===== config.mk =====
export PLATFORM = sky130hd
export DESIGN_NAME = lfsr_word_gen
export DESIGN_NICKNAME = d
export VERILOG_FILES = /design/src/rtl/lfsr_word_gen_pkg.sv /design/src/rtl/lfsr_word_gen_step.sv /design/src/rtl/lfsr_word_gen.sv
export SDC_FILE = /design/constraint.sdc
export NUM_CORES = 1
export LEC_CHECK = 0
export CAP_MARGIN = 20
export CORE_UTILIZATION = 31
export DETAILED_ROUTE_END_ITERATION = 7
export PLACE_DENSITY = 0.7
export SLEW_MARGIN = 20
export SYNTH_ARGS = -nofsm -noshare
export SYNTH_HDL_FRONTEND = slang
export SYNTH_SLANG_ARGS = --single-unit

===== constraint.sdc =====
create_clock -name clk -period 2 [get_ports clk]
set_input_delay 0.6 -clock clk [delete_from_list [all_inputs] [get_ports clk]]
set_output_delay 0.6 -clock clk [all_outputs]
set_load 0.1 [all_outputs]

===== src/rtl/lfsr_word_gen_pkg.sv =====
// Shared types and constants for the 16-bit LFSR word generator and its step function.
package lfsr_word_gen_pkg;

    localparam int LFSR_W = 16;

    // Feedback taps for x^16 + x^15 + x^13 + x^4 + 1 (zero-based bit positions).
    localparam int TAP_A = 15;
    localparam int TAP_B = 14;
    localparam int TAP_C = 12;
    localparam int TAP_D = 3;

    // A maximal-length 16-bit sequence repeats after 2^16 - 1 steps.
    localparam logic [LFSR_W-1:0] PERIOD = 16'hFFFF;

    typedef enum logic [1:0] {
        IDLE = 2'd0,
        RUN  = 2'd1,
        DONE = 2'd2
    } lfsr_state_t;

    typedef struct packed {
        lfsr_state_t         state;
        logic [LFSR_W-1:0]   step_cnt;
    } lfsr_dbg_t;

endpackage


===== src/rtl/lfsr_word_gen_step.sv =====
// Pure combinational Fibonacci step: next word and the feedback bit shifted in.
module lfsr_step
    import lfsr_word_gen_pkg::*;
(
    input  logic [LFSR_W-1:0] word,
    output logic [LFSR_W-1:0] next_word,
    output logic              fb
);

    assign fb        = word[TAP_A] ^ word[TAP_B] ^ word[TAP_C] ^ word[TAP_D];
    assign next_word = {word[LFSR_W-2:0], fb};

endmodule


===== src/rtl/lfsr_word_gen.sv =====
// LFSR word generator with seed load, zero-seed guard, valid/ready output and period tick.
// Optional stall statistics are built when LFSR_STALL_CNT_EN is defined.
module lfsr_word_gen
    import lfsr_word_gen_pkg::*;
#(
    parameter logic [LFSR_W-1:0] DEFAULT_SEED = 16'hACE1,
    parameter bit                ONE_SHOT     = 1'b0
) (
    input  logic              clk,
    input  logic              reset,
    input  logic              en,
    input  logic              load_seed,
    input  logic [LFSR_W-1:0] seed,
    input  logic              word_ready,
    output logic [LFSR_W-1:0] lfsr_reg,
    output logic              word_valid,
    output logic              lfsr_out,
    output logic              max_tick_reg,
    output logic              seed_fault,
    output logic [LFSR_W-1:0] stall_cnt,
    output lfsr_dbg_t         dbg
);

    // Handshake: a word is transferred on any rising clk edge where word_valid
    // and word_ready are both high. Once word_valid rises, lfsr_reg and lfsr_out
    // stay unchanged until that transfer happens (or a seed load or reset
    // discards the word). A step in the transfer cycle presents the next word
    // immediately, so a ready consumer sees a fresh word on every cycle.

    lfsr_state_t       state_q;
    lfsr_state_t       state_d;
    logic [LFSR_W-1:0] step_cnt;
    logic [LFSR_W-1:0] next_word;
    logic [LFSR_W-1:0] load_value;
    logic              fb;
    logic              step;
    logic              wrap;
    logic              seed_is_zero;

    lfsr_step u_step (
        .word      (lfsr_reg),
        .next_word (next_word),
        .fb        (fb)
    );

    assign seed_is_zero = (seed == '0);
    assign load_value   = seed_is_zero ? DEFAULT_SEED : seed;

    assign step = en && (state_q != DONE) && (!word_valid || word_ready) && !load_seed;

    // The 65535th step returns the register to its starting seed.
    assign wrap = step && (step_cnt == PERIOD - 16'd1);

    always_ff @(posedge clk or posedge reset) begin
        if (reset) begin
            state_q <= IDLE;
        end else begin
            state_q <= state_d;
        end
    end

    always_comb begin
        state_d = state_q;
        if (load_seed) begin
            state_d = IDLE;
        end else if (step) begin
            if (wrap && ONE_SHOT) begin
                state_d = DONE;
            end else begin
                state_d = RUN;
            end
        end
    end

    always_ff @(posedge clk or posedge reset) begin
        if (reset) begin
            lfsr_reg     <= DEFAULT_SEED;
            word_valid   <= 1'b0;
            lfsr_out     <= 1'b0;
            max_tick_reg <= 1'b0;
            seed_fault   <= 1'b0;
            step_cnt     <= '0;
        end else begin
            max_tick_reg <= 1'b0;
            seed_fault   <= 1'b0;
            if (load_seed) begin
                lfsr_reg   <= load_value;
                word_valid <= 1'b0;
                lfsr_out   <= 1'b0;
                step_cnt   <= '0;
                seed_fault <= seed_is_zero;
            end else if (step) begin
                lfsr_reg   <= next_word;
                lfsr_out   <= fb;
                word_valid <= 1'b1;
                if (wrap) begin
                    step_cnt     <= '0;
                    max_tick_reg <= 1'b1;
                end else begin
                    step_cnt <= step_cnt + 16'd1;
                end
            end else if (word_valid && word_ready) begin
                word_valid <= 1'b0;
            end
        end
    end

`ifdef LFSR_STALL_CNT_EN
    logic [LFSR_W-1:0] stall_q;

    always_ff @(posedge clk or posedge reset) begin
        if (reset) begin
            stall_q <= '0;
        end else if (load_seed) begin
            stall_q <= '0;
        end else if (word_valid && !word_ready && (stall_q != 16'hFFFF)) begin
            stall_q <= stall_q + 16'd1;
        end
    end

    assign stall_cnt = stall_q;
`else
    assign stall_cnt = '0;
`endif

    assign dbg = '{state: state_q, step_cnt: step_cnt};

endmodule


# [Word level (Yosys, flattened, before mapping)]
# Index checks and enable logic that the tools add are counted.
[op_classes] n_shift=0 div_mod_pow=0 eq_ne=2 n_lt_le_gt_ge=0 mux=17 add_sub_neg=1 bitwise_logic=3 reduce_logical=11 n_mul=0
[op_table] op="2-to-1 mux 16 bit" count=6
[op_table] op="adder 16 x 1 -> 16 bit, second input constant" count=1
[op_table] op="equality test 16 bit, second input constant" count=1
[op_table] op="logical NOT 16 bit" count=1
[op_table] op="2-to-1 mux 1 bit" count=9
[op_table] op="logical AND 1 bit" count=5
[op_table] op="2-to-1 mux 2 bit" count=2
[op_table] op="nonzero test 3 bit" count=1
[op_table] op="bitwise XOR 1 bit" count=3
[op_table] op="logical NOT 1 bit" count=2
[op_table] op="inequality test 2 bit, second input constant" count=1
[op_table] op="nonzero test 2 bit" count=1
[op_table] op="logical OR 1 bit" count=1
[word_totals] n_memories=0 register_bits=38 rom_bits=0 latchBits=0 ramBits=0 output_inout_bits=54 elab_cells=41 input_bits=21

# [Depth between registers and ports, before layout]
# Gate-level depths: netlist of run 1.
[logic_depth] word_depth=8 ltp_mapped=8 depth_no_buf=7

# [Hierarchy]
# From an unflattened synthesis of run 1, not the netlist that was laid out.
[unflattened] cells_unflattened=259 hier_area_um2=2268.4
[by_module_without_submodules] mod="lfsr_word_gen" cells_per_inst=240 seq_area_each_um2=935.9 instances=1 area_each_um2=2122.0
[by_module_without_submodules] mod="lfsr_step" cells_per_inst=19 seq_area_each_um2=0.0 instances=1 area_each_um2=146.4

# [Least setup slack after synthesis of run 1]
# Ideal clock, no wire load.
[synth_path] path_type="register to register" from="register step_cnt[0]" to="register step_cnt[5]" stages_incl_launch_ff=9 path_slack_ns=-0.396 setup_ns=0.083 arrival_time_ns=2.314 n_path_buf=1 synth_period_minus_slack_ns=2.396 t_required_ns=1.917 cell_sequence="dfrtp_1 -> inv_1 -> ha_1 -> nand3_1 -> nor4_4 -> or3_1 -> buf_6 -> or3_1 -> o21ai_0"
[synth_between] elab_chain_cells=5 word_cells_on_any_way=6 classes_between="add/sub (1); eq/ne (1); mux (3); reduce/logical (1)"
[synth_lines] element="start, declared" line_no="lfsr_word_gen.sv:32" text="logic [LFSR_W-1:0] step_cnt;"
[synth_lines] element="start signal, assigned" line_no="lfsr_word_gen.sv:100" text="step_cnt <= step_cnt + 16'd1;"
[synth_lines] element="parallel branches: the longest is 2 deep, another holds adder 16 x 1 -> 16 bit"
[synth_lines] element="2-to-1 mux 16 bit (*)" line_no="lfsr_word_gen.sv:96" text="if (wrap) begin"
[synth_lines] element="2-to-1 mux 16 bit (*)" line_no="lfsr_word_gen.sv:92" text="end else if (step) begin"
[synth_lines] element="2-to-1 mux 16 bit (*)" line_no="lfsr_word_gen.sv:86" text="if (load_seed) begin"
# Mark *: on every way between the ends. The select of a mux whose other input is x is not followed.
# A chain may end at the register's enable or synchronous reset.

# [Worst setup path after layout of run 1]
[layout_path] from="input port word_ready" to="register step_cnt[5]"
[layout_between] elab_chain_cells=7 word_cells_on_any_way=8 classes_between="mux (3); reduce/logical (5)"
[layout_lines] element="start, declared" line_no="lfsr_word_gen.sv:14" text="input logic word_ready,"
[layout_lines] element="logical OR 1 bit (*)" line_no="lfsr_word_gen.sv:49" text="assign step = en && (state_q != DONE) && (!word_valid || word_ready) && !load_seed;"
[layout_lines] element="logical AND 1 bit (*) (2 in series)" line_no="lfsr_word_gen.sv:49"
[layout_lines] element="logical AND 1 bit" line_no="lfsr_word_gen.sv:52" text="assign wrap = step && (step_cnt == PERIOD - 16'd1);"
[layout_lines] element="2-to-1 mux 16 bit" line_no="lfsr_word_gen.sv:96"
[layout_lines] element="2-to-1 mux 16 bit" line_no="lfsr_word_gen.sv:92"
[layout_lines] element="2-to-1 mux 16 bit" line_no="lfsr_word_gen.sv:86"
# Every way passes the cells marked *; elsewhere a longest branch is shown, timed or not. The select of a mux whose other input is x is not followed.

==> results of run 1 <==
-- stage by stage --
stage / std cells / worst slack [ns] / cell area [sq um] / power [uW]
2_1_floorplan: 234 / 0.0169 / 2200 / 1560
3_3_place_gp: 362 / -0.287 / 3230 / 1880
3_5_place_dp: 362 / -0.346 / 3230 / 1890
4_1_cts: 370 / 0.0460 / 3350 / 2580
5_1_grt: 371 / 0.0114 / 3390 / 2670
6_report: 371 / 0.0552 / 3390 / 2570
-- layout make-up --
cell class	count	share of cell area, %
inverter	8	0.887
sequential	37	28.4
multi-input combinational	163	31.2
timing repair buffer	78	33.1
tap	77	2.85
clock inverter	2	1.11
clock buffer	6	2.44
-- Yosys cell counts, types with 2 or more instances --
cell type	n
a21o_1	3
a21oi_1	10
a31oi_1	8
a41oi_1	4
and2_1	2
buf_2	4
buf_4	17
clkbuf_1	4
dfrtp_1	29
dfstp_2	8
ha_1	2
inv_1	8
mux2_2	7
mux2i_1	14
nand2_1	24
nand2b_1	8
nand3_1	5
nand4_1	5
nor2_1	7
nor2b_1	2
nor3_1	2
nor4_1	5
o21ai_0	15
o21ai_1	2
or3_1	6
xnor2_1	3
-- final timing paths --
check,endpoint,cells past startpoint,slack (ns),start
max,step_cnt[5]$_DFFE_PP0P_,6,0.06,word_ready
min,lfsr_out$_DFFE_PP0P_,1,0.55,lfsr_out$_DFFE_PP0P_
max reg2reg,step_cnt[14]$_DFFE_PP0P_,7,0.17,step_cnt[0]$_DFFE_PP0P_
min reg2reg,lfsr_out$_DFFE_PP0P_,1,0.55,lfsr_out$_DFFE_PP0P_
max in group asynchronous,lfsr_reg[13]$_DFFE_PP1P_,3,1.08,reset
min in group asynchronous,step_cnt[0]$_DFFE_PP0P_,3,0.66,reset
-- repair_timing --
item	4_1_cts	5_1_grt
hold buffers	0	0
gates cloned	0	1
hold endpoints to repair	0	0
resized for setup	1	8
pin swaps	0	1
setup endpoints to repair	4	14
-- worst max-delay path, delay by kind of cell --
family	cells	cell delay, ns
and+or+nand+nor	4	1.01
buffers and inverters	1	0.45
AOI/OAI and AO/OA	1	0.08
-- metal layers --
| layer | wire, um | vias to the layer above | global-route usage [%] |
|---|---|---|---|
| li1 | - | 891 | - |
| met1 | 2300 | 919 | 19.0 |
| met2 | 2580 | 66 | 24.2 |
| met3 | 321 | 4 | 4.23 |
| met4 | 31 | 0 | 3.85 |
| met5 | 0 | - | 0 |
-- cell families (layout without fill, tap and decap cells) --
family          count (synthesis)  in the layout  share of synthesized area, %
simple gates                   76             76                          20.9
compound gates                 44             44                          12.2
flops                          37             37                          44.3
buf+inv                        34             94                          9.65
mux                            21             21                          10.4
xor+xnor                        3              3                          1.24
fa+ha+maj                       2              2                          1.18
other cells                     1             17                         0.177
-- power by group through the flow --
stage	Clock (uW)	Combinational, uW	Sequential, uW
2_1_floorplan	0	322	1240
3_3_place_gp	0	985	900
3_5_place_dp	0	992	900
4_1_cts	700	997	887
5_1_grt	734	1040	895
6_report	681	1000	887
==> results.toml, run 1 <==
[die]
die-area_sq_mm = 0.00715
io_pins = 75
start_util_pct = 32.7
row_count = 29
coreArea_sq_mm = 0.00646
die_h_um = 84.6
die_w_um = 84.6

[place]
gp_congestion = 0.836
io_buffers = 57
hpwl_mm = 3.80

[power_and_ir_drop]
p_comb_share_pct = 39.0
switching_share_pct = 39.3
internal-power_uw = 1560
p_seq_share_pct = 34.5
ir_drop_v = 0.000469
power.switching_uw = 1010
clockPowerShare_pct = 26.5
cellPowerDensity_mw_per_mm2 = 759
leakage_uw = 0.00146

[clock_network]
cts_buffers = 5
numClockSinks = 37
cts_buffer_depth = 2
cts_htree_levels = 2
cts_root_buf = "clkbuf_8"
cts_tree = "done"
clk-insertion-delay-late_ns = 0.29
path_clk_slew_ns = 0.08
postCtsSetupBuffers = 0

[route]
drtIter0Drc = 110
drc = 8
wl_per_cell_um = 14.1
postRouteAntennaNets = 0
vias = 1880
totalWireLength_mm = 5.23
via_per_inst = 5.07
dr.pass1.iters = 6

[worst_setup_path]
crit_slowest_cell = "clkdlybuf4s50_1"
cp.arrival_ns = 2.15
crit_path_end_kind = "register"
path_cells = "clkdlybuf4s50_1, nand2b_4, nand2_1, or3_4, or3_1, o21ai_0"
startpoint_type = "primary input"
crit_path_max_fanout = 9
cpPeakStageDelay_ns = 0.45
critical_path_class = "in -> reg"
required_ns = 2.21

[synth]
seq_area_frac_synth_pct = 44.3
ys_ff_latch = 37
netlist_area_sq_mm = 0.00211
synth_top_area_cell = "dfrtp_1"
ys.flop_type = "dfrtp_1"
async_flop_share_pct = 100
ys_top_cells_by_area = "dfrtp_1, dfstp_2, mux2i_1"
syn_inst = 218
yosysWarningCount = 0
synth_cell_types = 40
synth-edff-count = 0
avgSynthCellArea_sq_um = 9.69
synth_top_area_share_pct = 34.3

[layout]
multi_input_area_sq_mm = 0.00105
layout_commonest_cell = "buf_12"
fin_nets = 316
final_core_util_pct = 52.4
seqCellArea_sq_um = 962
areaGrowthSynthToFinish_pct = 60.2
fillers = 544
drive_gt1_share_pct = 36.7
diodes = 0
mostFrequentLayoutCells = "buf_12, nand2_1, clkdlybuf4s50_1"

[global_routing]
grt_pass1_wl_mm = 8.34
grt_antenna_before_repair = 0
grt_pass1_vias = 1681
grt_max_degree = 38
grt_usage_pct = 14.7
grt_overflow = 0

[timing]
fin_crit_ns = 1.94
finalCritPeriodShare_pct = 97.2
rsz0062_at_grt = "no"
timing.hold.ws_ns = 0.551
relSlewSlack_pct = 63.6
max_clock_freq_ghz = 0.514
slew_violations = 0
worst_pin_slew_ns = 0.541
clock_skew_ns = 0.0108
timing_hold_violations_final = 0
finalSetupTns_ns = 0
setup_viol = 0

[min_path]
hold_path.class = "reg -> reg"

[outcome]
status = "complete, but fails checks"
violations = "DRC"

[run]
cap_violations = 0
No activity file was read; power rests on OpenSTA's default activity.
==> inputs of run 2 (changes only) <==
--- a/config.mk
+++ b/config.mk
@@ -6,10 +6,9 @@
 export NUM_CORES = 1
 export LEC_CHECK = 0
 export CAP_MARGIN = 20
-export CORE_UTILIZATION = 31
+export CORE_UTILIZATION = 45
 export DETAILED_ROUTE_END_ITERATION = 7
-export PLACE_DENSITY = 0.7
-export SLEW_MARGIN = 20
+export PLACE_DENSITY = 0.91
 export SYNTH_ARGS = -nofsm -noshare
 export SYNTH_HDL_FRONTEND = slang
 export SYNTH_SLANG_ARGS = --single-unit
==> results.toml, run 2 (synthesized netlist as in run 1, its figures left out) <==
[outcome]
status = "complete, but fails checks"
violations = "DRC"

[place]
dp_slack_ns = -0.324
io_buffers = 57
hpwl_mm = 4.01
gp_congestion = 0.854

[global_routing]
grt_pass1_wl_mm = 9.08
grt_max_degree = 38
grt_antenna_before_repair = 0
grt_usage_pct = 23.6
grt_pass1_vias = 1855
grt_overflow = 0

[route]
dr.pass1.iters = 6
drc = 13
via_per_inst = 5.70
drtIter0Drc = 226
postRouteAntennaNets = 0
totalWireLength_mm = 5.59
wl_per_cell_um = 16.5
vias = 1932

[timing]
rsz0062_at_grt = "no"
setup_viol = 0
setup_ws_ns = 0.0220
max_clock_freq_ghz = 0.506
relSlewSlack_pct = 56.7
worst_pin_slew_ns = 0.643
clock_skew_ns = 0.00691
fin_crit_ns = 1.98
finalSetupTns_ns = 0
finalCritPeriodShare_pct = 98.9
timing_hold_violations_final = 0
slew_violations = 0
timing.hold.ws_ns = 0.555

[worst_setup_path]
path_cells = "clkdlybuf4s50_1, nand2b_4, nand2_2, or3_2, a21o_1, a31oi_1"
startpoint_type = "primary input"
crit_slowest_cell = "or3_2"
r2r-start = "step_cnt[0]$_DFFE_PP0P_"
crit_start = "word_ready"
cp.arrival_ns = 2.19
crit_family = "simple AND/OR/NAND/NOR gates"
crit_path_max_fanout = 4
path_buf_inv = 1
crit_path_end_kind = "register"
cpPeakStageDelay_ns = 0.55
required_ns = 2.21
critical_path_class = "in -> reg"

[clock_network]
cts_hold_buffers = 0
cts_root_buf = "clkbuf_8"
cts_tree = "done"
numClockSinks = 37
clk-insertion-delay-late_ns = 0.29
cts_buffer_depth = 2
cts_buffers = 5
path_clk_slew_ns = 0.07
postCtsSetupBuffers = 0
cts_htree_levels = 2

[layout]
diodes = 0
areaGrowthSynthToFinish_pct = 55.0
fin_nets = 309
mostFrequentLayoutCells = "buf_12, nand2_1, clkdlybuf4s50_1"
layout_commonest_cell = "buf_12"
drive_gt1_share_pct = 35.5

[die]
die_h_um = 70.5
die-area_sq_mm = 0.00497
start_util_pct = 47.6
row_count = 24
io_pins = 75
die_w_um = 70.5
coreArea_sq_mm = 0.00444

[power_and_ir_drop]
leakage_uw = 0.00141
ir_drop_v = 0.000579
finalPower_uw = 2390
cellPowerDensity_mw_per_mm2 = 730

[run]
cap_violations = 0

[min_path]
hold_path.class = "reg -> reg"
worstHoldStart = "step_cnt[12]$_DFFE_PP0P_"
==> run 2: power by group <==
part / leakage (uW) / internal, uW / total (uW) / switching [uW]
registers: 0.000441 / 817 / 896 / 79.6
logic: 0.000928 / 330 / 991 / 661
clock network: 0.0000450 / 241 / 503 / 262
==> run 2: layout make-up <==
cell class / instances / area (sq um)
Clock inverter: 2 / 10.0
Timing Repair Buffer: 70 / 1070
Tap cell: 52 / 65.1
Sequential cell: 37 / 962
Inverter: 8 / 30.0
Clock buffer: 6 / 72.6
Fill cell: 283 / 1170
Multi-Input combinational cell: 164 / 1060
==> run 2: path summary, 6_finish.rpt <==
check                                      endpoint  slack [ns]  depth (start not counted)
max                        step_cnt[13]$_DFFE_PP0P_        0.02                          6
max reg2reg                step_cnt[10]$_DFFE_PP0P_        0.16                          8
min reg2reg                step_cnt[12]$_DFFE_PP0P_        0.56                          1
min in group asynchronous   lfsr_reg[2]$_DFFE_PP0P_        0.66                          3
min                        step_cnt[12]$_DFFE_PP0P_        0.56                          1
max in group asynchronous   lfsr_reg[5]$_DFFE_PP1P_        1.09                          3
==> run 2: stage by stage <==
step,instance area [sq um],util [%],instances
after floorplan,2200,-,234
after global placement,3150,71.0,330
after detailed placement,3150,71.0,330
after CTS,3240,72.9,338
after global routing,3280,73.7,339
final,3280,73.7,339
==> run 2: repair_timing <==
action	4_1_cts	5_1_grt
pin swaps	0	1
cloned	0	1
gates resized for setup	1	7
setup endpoints to repair	4	15
==> run 2: layer usage <==
layer,global-route usage (%),vias to the layer above,routed length (um)
li1,-,887,-
met1,31.0,953,2230
met2,39.6,83,2980
met3,4.70,9,305
met4,7.33,0,80
met5,0,-,0
